==> config.mk <==
export PLATFORM = sky130hd
export DESIGN_NAME = wb_result_commit
export DESIGN_NICKNAME = d
export VERILOG_FILES = /design/src/rtl/wb_pkg.sv /design/src/rtl/wb_load_align.sv /design/src/rtl/wb_result_commit.sv
export SDC_FILE = /design/constraint.sdc
export NUM_CORES = 1
export LEC_CHECK = 0
export CAP_MARGIN = 20
export CELL_PAD_IN_SITES_DETAIL_PLACEMENT = 1
export CELL_PAD_IN_SITES_GLOBAL_PLACEMENT = 1
export CORE_MARGIN = 1
export CORE_UTILIZATION = 28
export DETAILED_ROUTE_END_ITERATION = 8
export PLACE_DENSITY_LB_ADDON = 0.1
export SYNTH_ARGS = -nofsm -noshare
export SYNTH_HDL_FRONTEND = slang
export SYNTH_SLANG_ARGS = --single-unit
==> constraint.sdc <==
create_clock -name CLK -period 1.5 [get_ports CLK]
set_input_delay 0.225 -clock CLK [delete_from_list [all_inputs] [get_ports CLK]]
set_output_delay 0.225 -clock CLK [all_outputs]
set_load 0.05 [all_outputs]
==> src/rtl/wb_pkg.sv <==
// Shared encodings for the writeback/commit stage: FSM states, data-source and load-size codes.
package wb_pkg;

    typedef enum logic [1:0] {
        IDLE     = 2'd0,
        WAIT_MEM = 2'd1,
        WRITE    = 2'd2
    } wb_state_t;

    localparam logic SRC_ALU = 1'b0;
    localparam logic SRC_MEM = 1'b1;

    localparam logic [1:0] LD_WORD = 2'b00;
    localparam logic [1:0] LD_HALF = 2'b01;
    localparam logic [1:0] LD_BYTE = 2'b10;

    localparam logic [4:0] REG_ZERO = 5'd0;

    // Per-instruction control captured on accept.
    typedef struct packed {
        logic       regwre;
        logic [4:0] rd;
    } wb_ctl_t;

endpackage

==> src/rtl/wb_load_align.sv <==
// Load lane extraction and sign/zero extension for sub-word loads (used under WB_BYTE_LOAD_EN).
module wb_load_align
    import wb_pkg::*;
#(
    parameter int unsigned DW = 32
) (
    input  logic [DW-1:0] rdata,
    input  logic [1:0]    offset,
    input  logic [1:0]    size,
    input  logic          sign,
    output logic [DW-1:0] data_c,
    output logic          misaligned_c
);

    logic [7:0]  byte_lane;
    logic [15:0] half_lane;

    assign byte_lane = rdata[{offset, 3'b000} +: 8];
    assign half_lane = rdata[{offset[1], 4'b0000} +: 16];

    always_comb begin
        data_c       = rdata;
        misaligned_c = 1'b0;
        case (size)
            LD_BYTE: data_c = {{(DW-8){sign & byte_lane[7]}}, byte_lane};
            LD_HALF: begin
                data_c       = {{(DW-16){sign & half_lane[15]}}, half_lane};
                misaligned_c = offset[0];
            end
            default: misaligned_c = (offset != 2'b00);
        endcase
    end

endmodule

==> src/rtl/wb_result_commit.sv <==
// Register-writeback commit: selects ALU or load data, waits (bounded) for memory, pulses the RF write.
// Optional sub-word load support is enabled with `define WB_BYTE_LOAD_EN.
module wb_result_commit
    import wb_pkg::*;
#(
    parameter int unsigned MEM_TIMEOUT = 16,
    parameter int unsigned DW          = 32
) (
    input  logic          CLK,
    input  logic          Reset,
    input  logic          in_valid,
    output logic          in_ready,
    input  logic          DBDataSrc,
    input  logic          RegWre,
    input  logic [4:0]    rd,
    input  logic [DW-1:0] alu_result,
    input  logic          mem_rvalid,
    input  logic [DW-1:0] mem_rdata,
`ifdef WB_BYTE_LOAD_EN
    input  logic [1:0]    ld_size,
    input  logic [0:0]    ld_sign,
`endif
    output logic          wb_we,
    output logic [4:0]    wb_addr,
    output logic [DW-1:0] wb_data,
    output logic          stall,
    output logic          fwd_valid,
    output logic [4:0]    fwd_addr,
    output logic [DW-1:0] fwd_data,
    output logic          mem_err
);

    localparam int unsigned CW = 8;
    localparam logic [CW-1:0] CNT_LAST = CW'(MEM_TIMEOUT - 1);

    wb_state_t     state_q, state_d;
    wb_ctl_t       ctl_q, ctl_d;
    logic [DW-1:0] data_q, data_d;
    logic [CW-1:0] cnt_q, cnt_d;
    logic          err_d;
    logic          accept_c;
    logic          we_d;
    logic          fwd_pend_d;
    logic [DW-1:0] load_data_c;
    logic          load_bad_c;

`ifdef WB_BYTE_LOAD_EN
    logic [1:0] size_q, size_d;
    logic       sign_q, sign_d;

    // data_q still holds the load address while waiting, so its low bits give the lane offset.
    wb_load_align #(.DW(DW)) u_align (
        .rdata        (mem_rdata),
        .offset       (data_q[1:0]),
        .size         (size_q),
        .sign         (sign_q),
        .data_c       (load_data_c),
        .misaligned_c (load_bad_c)
    );
`else
    assign load_data_c = mem_rdata;
    assign load_bad_c  = 1'b0;
`endif

    assign accept_c = in_valid & in_ready;
    assign stall    = in_valid & ~in_ready;

    // Next-state, capture and output decode.
    always_comb begin
        state_d = state_q;
        ctl_d   = ctl_q;
        data_d  = data_q;
        cnt_d   = cnt_q;
        err_d   = mem_err;
`ifdef WB_BYTE_LOAD_EN
        size_d  = size_q;
        sign_d  = sign_q;
`endif
        case (state_q)
            WAIT_MEM: begin
                if (mem_rvalid) begin
                    if (load_bad_c) begin
                        err_d   = 1'b1;
                        state_d = IDLE;
                    end else begin
                        data_d  = load_data_c;
                        state_d = WRITE;
                    end
                end else if (cnt_q == CNT_LAST) begin
                    err_d   = 1'b1;
                    state_d = IDLE;
                end else begin
                    cnt_d = cnt_q + CW'(1);
                end
            end
            default: begin
                state_d = IDLE;
                if (accept_c) begin
                    ctl_d.regwre = RegWre;
                    ctl_d.rd     = rd;
                    data_d       = alu_result;
                    cnt_d        = '0;
`ifdef WB_BYTE_LOAD_EN
                    size_d       = ld_size;
                    sign_d       = ld_sign[0];
`endif
                    state_d      = (DBDataSrc == SRC_MEM) ? WAIT_MEM : WRITE;
                end
            end
        endcase

        we_d       = (state_d == WRITE) && ctl_d.regwre && (ctl_d.rd != REG_ZERO);
        fwd_pend_d = (state_d == WAIT_MEM) && ctl_d.regwre && (ctl_d.rd != REG_ZERO);
    end

    always_ff @(posedge CLK) begin
        if (Reset) begin
            state_q   <= IDLE;
            ctl_q     <= '0;
            data_q    <= '0;
            cnt_q     <= '0;
            in_ready  <= 1'b1;
            wb_we     <= 1'b0;
            wb_addr   <= '0;
            wb_data   <= '0;
            fwd_valid <= 1'b0;
            fwd_addr  <= '0;
            fwd_data  <= '0;
            mem_err   <= 1'b0;
`ifdef WB_BYTE_LOAD_EN
            size_q    <= '0;
            sign_q    <= 1'b0;
`endif
        end else begin
            state_q   <= state_d;
            ctl_q     <= ctl_d;
            data_q    <= data_d;
            cnt_q     <= cnt_d;
            in_ready  <= (state_d != WAIT_MEM);
            wb_we     <= we_d;
            mem_err   <= err_d;
            fwd_valid <= we_d | fwd_pend_d;
            fwd_addr  <= ctl_d.rd;
            // Pending-load forward carries no usable data; consumers stall on it instead.
            fwd_data  <= (state_d == WRITE) ? data_d : '0;
            if (state_d == WRITE) begin
                wb_addr <= ctl_d.rd;
                wb_data <= data_d;
            end
`ifdef WB_BYTE_LOAD_EN
            size_q    <= size_d;
            sign_q    <= sign_d;
`endif
        end
    end

endmodule

Word-level counts from Yosys, hierarchy flattened. Index checks and enable logic that the tools add are counted.

$add $sub $neg: 1. Bitwise logic cells: 6. Reduce and logical (&&, ||, !) cells: 9. Muxes and demuxes: 14. Multipliers: 0. Equal/unequal tests: 7. Shift operators: 0. Divide/modulo/power cells: 0. $lt $le $gt $ge: 0.

Operators with widths (count): 32-bit two-way mux (3); 8-bit two-way mux (4); 6-bit two-way mux (2); 2-bit two-way mux (5); 8-bit by 1-bit adder with 8-bit output (second input constant) (1); 8-bit by 4-bit equality test with 1-bit output (second input constant) (1); 3-bit AND reduction (2); 5-bit nonzero test (1); 2-bit by 1-bit equality test with 1-bit output (second input constant) (2); 1-bit logical AND (4); 2-bit inequality test (second input constant) (2); 1-bit NOT (3); 1-bit bitwise AND (2); 2-bit equality test (second input constant) (1); 2-bit by 1-bit inequality test with 1-bit output (second input constant) (1); 2-bit nonzero test (1); 2-bit OR reduction (1); 1-bit bitwise OR (1).

Memory bits (read-only): 0. Memories kept: 0. Output and inout bits: 79. Bits of input ports: 75. Bits in latches: 0. Register bits after elaboration: 121. Memory bits (writable): 0. Word-level logic and storage cells: 49.

Longest topological paths before layout.
Depth in word-level cells: 8. Gate-level depth with buffers: 6. Gate-level depth less buffers: 5.

Worst setup path after synthesis. Ideal clock, no wire load.

Path kind: reg2reg. From: reg in_ready. To: reg cnt_q[7]. Arrival time: 1728 ps. Slack: -298 ps. Stages on the path, launching flop included: 6. Data required time: 1430 ps. Period minus slack after synthesis: 1798 ps. Library setup time: 70 ps. Path through: dfxtp_1 > and2_1 > buf_2 > a21oi_2 > or4_1 > a21boi_1.

Longest elaborated chain between the ends: 3.

Ends and longest elaborated chain: start, declared (RTL line wb_result_commit.sv:12) `output logic in_ready,`; start signal, assigned (RTL line wb_result_commit.sv:139) `in_ready <= (state_d != WAIT_MEM);`; 1-bit bitwise AND (RTL line wb_result_commit.sv:65) `assign accept_c = in_valid & in_ready;`; 2-bit nonzero test (no line); 3-bit AND reduction (no line); end signal, assigned (RTL line wb_result_commit.sv:138) `cnt_q <= cnt_d;`; end, declared (RTL line wb_result_commit.sv:39) `logic [CW-1:0] cnt_q, cnt_d;`.

No other way between the ends. A chain may end at the register's enable or synchronous reset.

Worst setup path after layout.
From: reg cnt_q[4]. To: reg cnt_q[2].

Longest elaborated chain between the ends: 3.

Ends and longest elaborated chain: 8-bit by 4-bit equality test with 1-bit output (RTL line wb_result_commit.sv:89) `end else if (cnt_q == CNT_LAST) begin`; 2-bit inequality test (no line); 3-bit AND reduction (no line).

No other way between the ends.

==> flow_metrics.tcl <==
set metrics [dict create \
    grt_pass1_wl_mm 19.56 \
    tightest_slew_ns 0.3463 \
    clock_sinks 106 \
    vdd_drop_max_uv 474.3 \
    dieArea_sq_um 14130 \
    async_reset_ff_share_pct 0 \
    cp_max_fo 5 \
    numCtsBuffers 9 \
    grt-ovfl-total 0 \
    num_antenna_cells 0 \
    fin_setup_tns_ns -0.1834 \
    synth_edf_count 0 \
    cpPeakStageDelay_ns 0.54 \
    layout.nets 671 \
    area_delta_synth_final_pct 74.61 \
    netlist_area_sq_um 3824 \
    synth_cell_types 49 \
    dp.cells 749 \
    timing.fmax_mhz 635.1 \
    r2r_cells 4 \
    syn_nets 488 \
    cts_root_buf "clkbuf_16" \
    p_per_area_nw_per_um2 1093 \
    via_count 3701 \
    period_minus_slack_ns 1.575 \
    drc 0 \
    dp_hpwl_mm 9.031 \
    violations "negative setup slack" \
    synth-warning-count 0 \
    synth_area_leader_cell "dfxtp_1" \
    end_kind "flip-flop" \
    worstPathCellList "or4_4, or3_4, nand3_2, mux2i_1" \
    ys_seq_area_share_pct 55.50 \
    worstSetupPathType "flip-flop to flip-flop" \
    whs_ns 0.1948 \
    chipHeight_um 118.9 \
    dp_slack_ns -0.4785 \
    total_leakage_power_nw 2.704 \
    status "complete, but fails checks" \
    track_usage_pct 17.96 \
    cp.depth 4 \
    place.gp.congestion 0.7581 \
    yosysTopAreaCellShare_pct 55.50 \
    hold_path.class "primary input to flip-flop" \
    drt_iter0_drc 155 \
    final_cells 775 \
    num_io_pins 154 \
    rsz0062_at_grt "true" \
    rows 42 \
    whs_path_depth 2 \
    cp.required_ns 1.79 \
    crit_family "simple AND/OR/NAND/NOR gates" \
    grt_max_degree 41 \
    antenna_found_initial 0 \
    grt_pass1_vias 3758 \
    critical-path-slowest-cell "or4_4" \
    start_util_pct 28.76 \
    synth.most_common_cell "dfxtp_1" \
    skew_ns 0.007191 \
    max_slew_margin_pct 76.72 \
    synth_flop_cell "dfxtp_1" \
    syn_inst 412 \
    critPathArrivalTime_ns 1.86 \
    ctsHtreeMaxLevel 3 \
    hold_viol 0 \
    routed_via_density 4.775 \
    synth.area.top_cells "dfxtp_1 (55%), nor2_1 (6.2%), nand2_1 (5.0%)" \
    synth.avg_cell_area_sq_um 9.281 \
    setup_viol 8 \
    antenna_left 0 \
    report.final.slew_viol_count 0 \
    cts_tree "yes" \
    fin_ws_ns -0.07463 \
    drive_above_1_share_pct 36.89 \
    synth-seq-cells 106 \
    synth_common_cells "dfxtp_1 (106), nor2_1 (63), nand2_1 (51), or3_1 (19)" \
    period_share_pct 105.0 \
    dr.pass1.iters 4 \
    clk_path_buf_depth 2 \
    wl_per_cell_um 17.53 \
    worstSetupStartpointType "flip-flop" \
    path_buf_inv 0 \
    cap_violations 0 \
    clkLatencyLatePin_ns 0.36 \
    port_buffers 153 \
    die_w_um 118.9 \
    core_area_sq_um 13300 \
    drt_wl_total_mm 13.59 \
    clk_pin_slew_ns 0.07 \
]
-- cells in the final DEF (no fill, tap or decap), drive strengths merged, types with 6 or more instances in the layout --
master / n
or3: 20
o221ai: 17
nor2: 63
nand3: 6
a21boi: 15
a21oi: 19
dfxtp: 106
buf: 131
o22ai: 18
nand2: 53
clkbuf: 16
clkdlybuf4s50: 69
-- sequential cells by signal, indices dropped and copies added, names as in the netlist --
name / count
wb_we: 1
in_ready: 1
fwd_valid: 1
mem_err: 1
wb_addr: 5
data_q: 17
state_q: 2
wb_data: 32
cnt_q: 8
fwd_data: 32
ctl_q: 6
-- kinds of logic after synthesis --
group / count (synthesis) / share of synthesized area (%)
DFF: 106 / 55.50
and+or+nand+nor: 166 / 20.39
buffers and inverters: 40 / 4.974
adders and majority gates: 1 / 0.3272
xor gates and xnor gates: 1 / 0.2291
muxes: 5 / 1.309
AOI/OAI and AO/OA: 93 / 17.28
-- per-stage QoR --
stage / area, sq um / utilization [%] / power [mW]
5_1_grt: 6676 / 50.22 / 7.586
3_5_place_dp: 5667 / 42.62 / 4.624
6_report: 6676 / 50.22 / 7.299
3_3_place_gp: 5667 / 42.62 / 4.596
2_1_floorplan: 3830 / - / 3.969
4_1_cts: 6120 / 46.03 / 7.094
-- path summary, 6_finish.rpt --
path	slack (ns)	startpoint	end
hold / removal	0.19	Reset	data_q[15]
setup / recovery	-0.07	cnt_q[4]	cnt_q[2]
hold reg to reg	0.46	wb_data[27]	wb_data[27]
setup reg to reg	-0.07	cnt_q[4]	cnt_q[2]
-- power breakdown --
part / leakage, nW / internal (mW) / switching [mW]
sequential: 0.869 / 2.99 / 0.110
clock: 0.138 / 1.33 / 1.05
combinational: 1.70 / 0.800 / 1.02
total: 2.70 / 5.12 / 2.18
-- per-layer routing --
layer  up-vias  global-route usage, %  part of all wire (%)
li1       1801                      -                     -
met5         -                      0                     0
met2        86                  31.69                    52
met4         0                  7.832                   2.0
met1      1796                  20.54                    43
met3        18                  4.310                   3.7
-- area by class of cell --
type,count,area (sq um)
clock buffers,11,242.7
well taps,176,220.2
multi-input cells,266,1993
inverters,3,11.26
repair buffers,209,2022
flip-flops and latches,106,2136
fillers,1449,6619
clock inverters,4,51.30
-- repair_timing --
action,4_1_cts,5_1_grt
buffers inserted,2,4
pin swaps,3,20
hold buffers,0,0
gates cloned,0,5
setup endpoints to repair,77,55
resized for setup,29,81
No activity file was read; power rests on OpenSTA's default activity.
